$ cat src/rtl/cache_arbiter_n.sv
// cache_arbiter_n: N-channel L1-to-L2 request arbiter.
// Accepts one line-sized request at a time, forwards it to the single L2
// port and returns the L2 response to the granted channel only.
// Policy: fixed priority with aging (RR_MODE=0) or round-robin (RR_MODE=1).
module cache_arbiter_n #(
  parameter int N_CH     = 2,
  parameter int ADDR_W   = 32,
  parameter int LINE_W   = 128,
  parameter int RR_MODE  = 0,
  parameter int MAX_WAIT = 4
) (
  input  logic                     clk_i,
  input  logic                     rst_i,
  input  logic [N_CH-1:0]          req_valid_i,
  input  logic [N_CH-1:0]          req_rw_i,
  input  logic [N_CH*ADDR_W-1:0]   req_addr_i,
  input  logic [N_CH*LINE_W-1:0]   req_data_i,
  output logic [N_CH-1:0]          resp_ready_o,
  output logic [LINE_W-1:0]        resp_data_o,
  output logic                     mem_valid_o,
  output logic                     mem_rw_o,
  output logic [ADDR_W-1:0]        mem_addr_o,
  output logic [LINE_W-1:0]        mem_data_o,
  input  logic                     mem_ready_i,
  input  logic [LINE_W-1:0]        mem_data_i,
  output logic [N_CH-1:0]          grant_o,
  output logic                     busy_o
);

  localparam int CW = (N_CH > 1) ? $clog2(N_CH) : 1;

  typedef enum logic [1:0] {
    IDLE = 2'd0,
    BUSY = 2'd1,
    RESP = 2'd2
  } state_t;

  state_t              r_state;
  logic [N_CH-1:0]     r_grant;
  logic [CW-1:0]       r_gidx;
  logic [CW-1:0]       r_ptr;
  logic                r_mem_valid;
  logic                r_mem_rw;
  logic [ADDR_W-1:0]   r_mem_addr;
  logic [LINE_W-1:0]   r_mem_data;
  logic [N_CH-1:0]     r_resp_ready;
  logic [LINE_W-1:0]   r_resp_data;
  logic                r_busy;
  logic [3:0]          r_wait [N_CH];

  logic                w_any;
  logic                w_found;
  logic [CW-1:0]       w_win;
  logic [N_CH-1:0]     w_win_oh;
  logic [N_CH-1:0]     w_urgent;
  int unsigned         w_scan;

  assign w_any = |req_valid_i;

  // Urgent channels: valid requesters that have lost MAX_WAIT or more arbitrations
  always_comb begin
    w_urgent = '0;
    for (int unsigned k = 0; k < N_CH; k++) begin
      w_urgent[k] = req_valid_i[k] && (r_wait[k] >= 4'(MAX_WAIT));
    end
  end

  // Winner selection for the current IDLE cycle
  always_comb begin
    w_win   = '0;
    w_found = 1'b0;
    w_scan  = 0;
    if (RR_MODE != 0) begin
      // Scan p, p+1, ... wrapping modulo N_CH; first valid channel wins
      for (int unsigned i = 0; i < N_CH; i++) begin
        w_scan = (32'(r_ptr) + i) % 32'(N_CH);
        if (!w_found && req_valid_i[w_scan]) begin
          w_win   = CW'(w_scan);
          w_found = 1'b1;
        end
      end
    end else if (|w_urgent) begin
      for (int unsigned k = 0; k < N_CH; k++) begin
        if (!w_found && w_urgent[k]) begin
          w_win   = CW'(k);
          w_found = 1'b1;
        end
      end
    end else begin
      for (int unsigned k = 0; k < N_CH; k++) begin
        if (!w_found && req_valid_i[k]) begin
          w_win   = CW'(k);
          w_found = 1'b1;
        end
      end
    end
  end

  // One-hot form of the winner index
  always_comb begin
    w_win_oh = '0;
    for (int unsigned k = 0; k < N_CH; k++) begin
      w_win_oh[k] = (CW'(k) == w_win);
    end
  end

  // Arbitration FSM with registered outputs, wait counters and RR pointer
  always_ff @(posedge clk_i) begin
    if (rst_i) begin
      r_state      <= IDLE;
      r_grant      <= '0;
      r_gidx       <= '0;
      r_ptr        <= '0;
      r_mem_valid  <= 1'b0;
      r_mem_rw     <= 1'b0;
      r_mem_addr   <= '0;
      r_mem_data   <= '0;
      r_resp_ready <= '0;
      r_resp_data  <= '0;
      r_busy       <= 1'b0;
      for (int unsigned k = 0; k < N_CH; k++) begin
        r_wait[k] <= '0;
      end
    end else begin
      case (r_state)
        IDLE: begin
          if (w_any) begin
            r_state     <= BUSY;
            r_gidx      <= w_win;
            r_grant     <= w_win_oh;
            r_mem_valid <= 1'b1;
            r_mem_rw    <= req_rw_i[w_win];
            r_mem_addr  <= req_addr_i[w_win*ADDR_W +: ADDR_W];
            r_mem_data  <= req_data_i[w_win*LINE_W +: LINE_W];
            r_busy      <= 1'b1;
            if (RR_MODE == 0) begin
              for (int unsigned k = 0; k < N_CH; k++) begin
                if (w_win_oh[k]) begin
                  r_wait[k] <= '0;
                end else if (req_valid_i[k] && (r_wait[k] != 4'hF)) begin
                  r_wait[k] <= r_wait[k] + 4'd1;
                end
              end
            end
          end
        end
        BUSY: begin
          if (mem_ready_i) begin
            r_resp_data  <= mem_data_i;
            r_mem_valid  <= 1'b0;
            r_resp_ready <= r_grant;
            r_state      <= RESP;
          end
        end
        RESP: begin
          r_resp_ready <= '0;
          r_grant      <= '0;
          r_busy       <= 1'b0;
          r_state      <= IDLE;
          if (RR_MODE != 0) begin
            r_ptr <= (r_gidx == CW'(N_CH - 1)) ? '0 : r_gidx + 1'b1;
          end
        end
        default: begin
          r_state <= IDLE;
        end
      endcase
    end
  end

  assign resp_ready_o = r_resp_ready;
  assign resp_data_o  = r_resp_data;
  assign mem_valid_o  = r_mem_valid;
  assign mem_rw_o     = r_mem_rw;
  assign mem_addr_o   = r_mem_addr;
  assign mem_data_o   = r_mem_data;
  assign grant_o      = r_grant;
  assign busy_o       = r_busy;

endmodule
$ cat config.mk
export PLATFORM = sky130hd
export DESIGN_NAME = cache_arbiter_n
export DESIGN_NICKNAME = d
export VERILOG_FILES = /design/src/rtl/cache_arbiter_n.sv
export SDC_FILE = /design/constraint.sdc
export NUM_CORES = 1
export LEC_CHECK = 0
export CAP_MARGIN = 20
export CORE_AREA = 2 2 295 297
export CTS_BUF_LIST = sky130_fd_sc_hd__clkbuf_16
export DETAILED_ROUTE_END_ITERATION = 10
export DIE_AREA = 0 0 297 299
export GPL_ROUTABILITY_DRIVEN = 0
export GPL_TIMING_DRIVEN = 0
export MAX_ROUTING_LAYER = met4
export PLACE_DENSITY_LB_ADDON = 0.12
export SETUP_SLACK_MARGIN = 0.2
export SYNTH_ARGS = -nofsm -noshare
export SYNTH_HDL_FRONTEND = slang
export SYNTH_SLANG_ARGS = --single-unit
$ cat constraint.sdc
create_clock -name clk_i -period 2 [get_ports clk_i]
set_input_delay 0.5 -clock clk_i [delete_from_list [all_inputs] [get_ports clk_i]]
set_output_delay 0.5 -clock clk_i [all_outputs]
set_load 0.05 [all_outputs]
==> flow_summary.toml <==
[power]
power_leakage_nw = 8.78
pwr-share-clk = 0.388
p_sw_mw = 6.20
p_int_mw = 12.8
p_seq_frac = 0.360
powerDensity_mw_per_mm2 = 856
combinationalPowerShare = 0.252
fin_total_pwr_mw = 19.0
ir_drop_mv = 0.575
switching_share = 0.326

[final_layout]
drive_gt1_frac = 0.270
final_cell_mix = "451 x clkdlybuf4s50_1, 296 x dfxtp_1, 263 x nand2_1, 161 x a221o_1, 132 x a21oi_1"
area_growth_pct = 98.5
layout.cells.non_filler = 3209
mostFrequentLayoutCell = "clkdlybuf4s50_1"
nets = 2461

[die]
die_area_mm2 = 0.0888
fp.dieH_um = 299
core_mm2 = 0.0859
fp.dieW_um = 297
io_pins = 750
start_util = 0.130
rows = 108

[placed_design]
hpwlAfterDp_mm = 51.7
portBuffers = 748
pre_cts_ws_ps = -1530
dp.cells = 3073

[detailed_routing]
wirelength_mm = 66.6
drc_errors = 0
top_layer_used = "met4"
wl_met1_mm = 25.8
vias = 12217
firstDrtPassIters = 4
wl_per_cell_um = 20.8
wl_met3_mm = 5.41
vias_per_cell = 3.81
dr_wl_met2_mm = 33.5
initialDrtViolationCount = 494
drtAntennaViolNets = 0

[clock_network]
cts.clk_slew.worst_paths_ps = 50
clock-root-buffer = "clkbuf_16"
cts.sinks = 305
clk_path_buf_depth = 3
clk_latency_ps = 570
ctsHtreeMaxLevel = 2
cts_tree = "built"
holdBufCountCts = 0
numCtsBuffers = 44

[setup_path]
r2r_start = "r_wait[1][3]$_SDFFCE_PN0P_"
worstSetupStartpointType = "flip-flop"
r2r_cells = 8
required_ps = 2450
end_kind = "flip-flop"
critical_path_class = "flip-flop to flip-flop"
timing.rr.end = "mem_data_o[81]$_SDFFE_PP0P_"
r2r_slack_ps = 60
arrival_ps = 2390
worst-path-max-fanout = 7

[sta]
fin_crit_ps = 1940
post-route-period-util = 0.970
slew_violations = 0
clock_skew_ps = 16.0
worst_slew_pin_slew_ps = 760
fmax_mhz = 515
rsz0062_at_grt = "yes"
setup_viol = 0
final.setup.tns_ps = 0
relSlewSlack = 0.493
timing.final.ws_setup_ps = 59.3
hold_ws_ps = 451
hold_viol = 0

[run]
maxCapViolCount = 0

[synthesis]
syn_area_mm2 = 0.0112
yosysWarnings = 0
ys_seq_elements = 305
syn_inst = 1170
ys_seq_area_frac = 0.553
syn-mean-instance-area_um2 = 9.56
synth_cell_types = 37
syn_nets = 1627

[grt]
grt_max_degree = 12
gr-total-overflow = 0
grt_pass1_wl_mm = 91.1
antenna_found_initial = 26
grt.total_usage = 0.145
grt_pass1_vias = 12270

[min_path]
min_to = "resp_data_o[16]$_SDFFE_PP0P_"
worstHoldPathCells = 2
hold_class = "flip-flop to flip-flop"
worstHoldStart = "resp_data_o[16]$_SDFFE_PP0P_"

[outcome]
run_status = "completed"
-- worst max-delay path by stage --
stage / start / end / slack [ps]
final: r_wait[1][3]$_SDFFCE_PN0P_ / mem_data_o[81]$_SDFFE_PP0P_ / 60
after global routing: r_state[1]$_SDFFE_PP0P_ / mem_data_o[42]$_SDFFE_PP0P_ / 10
after CTS: mem_addr_o[20]$_SDFFE_PP0P_ / mem_addr_o[20] / 30
after detailed placement: req_valid_i[1] / mem_data_o[38]$_SDFFE_PP0P_ / -1530
after global placement: req_valid_i[1] / mem_data_o[44]$_SDFFE_PP0P_ / -1470
after floorplan: rst_i / mem_addr_o[0]$_SDFFE_PP0P_ / 70
-- stage by stage --
step                 util  instance area, um^2
floorplan               -                11200
global placement    0.234                20100
detailed placement  0.234                20100
CTS                 0.261                22400
global route        0.258                22200
finish              0.258                22200
-- power by group through the flow --
| stage | Sequential [mW] | Combinational [mW] | Clock, mW |
|---|---|---|---|
| floorplan | 8.51 | 0.857 | 0 |
| global placement | 6.96 | 4.73 | 0 |
| detailed placement | 6.97 | 4.72 | 0 |
| CTS | 6.85 | 4.79 | 7.75 |
| global route | 6.90 | 5.04 | 7.94 |
| finish | 6.84 | 4.79 | 7.38 |
-- cell type report --
type	count	area, um^2
buffer	98	925
antenna	18	45.0
clock inverter	32	173
fill	9362	63700
clock buffer	46	1150
tap	1155	1450
inverter	5	18.8
timing repair buffer	788	7460
multi-input combinational	762	4800
sequential	305	6190
-- synthesized netlist by cell type, drive strengths merged --
| cell type | instances | area (um^2) |
|---|---|---|
| a32oi | 1 | 8.76 |
| conb | 1 | 3.75 |
| inv | 5 | 18.8 |
| a221oi | 1 | 8.76 |
| or3b | 1 | 8.76 |
| clkbuf | 82 | 308 |
| nand3 | 4 | 20.0 |
| a22o | 1 | 8.76 |
| or2 | 2 | 12.5 |
| or4b | 1 | 13.8 |
| dfxtp | 297 | 5950 |
| xor2 | 1 | 8.76 |
| a41oi | 1 | 8.76 |
| nor2 | 10 | 40.0 |
| nor2b | 1 | 6.26 |
| o21ai | 4 | 20.0 |
| a221o | 161 | 1610 |
| nor3 | 4 | 25.0 |
| ha | 2 | 25.0 |
| a22oi | 2 | 15.0 |
| a21boi | 1 | 11.3 |
| a21o | 1 | 7.51 |
| or3 | 1 | 6.26 |
| xnor2 | 2 | 17.5 |
| a31oi | 1 | 21.3 |
| edfxtp | 8 | 240 |
| nand2 | 263 | 987 |
| buf | 16 | 91.3 |
| nand4bb | 1 | 11.3 |
| and3 | 1 | 6.26 |
| and2 | 161 | 1010 |
| a21oi | 132 | 661 |
-- kinds of logic (layout without fill, tap and decap cells) --
group | count (synthesis) | after routing | synth area share
AO/OA/AOI/OAI | 306 | 306 | 0.213
XOR/XNOR | 3 | 3 | 0.00235
adder cells (fa/ha/maj) | 2 | 2 | 0.00224
buffers and inverters | 103 | 969 | 0.0374
flip-flops | 305 | 305 | 0.553
other | 1 | 19 | 0.000335
AND/OR/NAND/NOR | 450 | 450 | 0.192
-- registers in the layout, indices dropped and copies added, names as in the netlist --
signal and count:
busy_o 1, grant_o 2, mem_addr_o 32, mem_data_o 128, mem_rw_o 1, mem_valid_o 1, r_state 2, r_wait 8
resp_data_o 128, resp_ready_o 2
-- metal layers --
metal  vias to the layer above  global-route usage
li1                       5859                   -
met1                      5770               0.157
met2                       487               0.247
met3                       101              0.0479
met4                         0              0.0504
met5                         -                   -
-- critical path, cell delays in order (launching register included) --
cell	delay [ps]
edfxtp_1	410
or2_4	270
a21boi_4	180
nor3_4	70
buf_12	140
buf_12	140
buf_12	150
clkbuf_16	160
a221o_1	290
-- timing repair --
item / 4_1_cts / 5_1_grt
pin swaps: 6 / 54
setup buffers: 15 / 5
endpoints found under the setup margin: 579 / 576
gates cloned: 3 / 17
resized for setup: 946 / 432
hold endpoints to repair: 0 / 0
No activity file was read; power rests on OpenSTA's default activity.
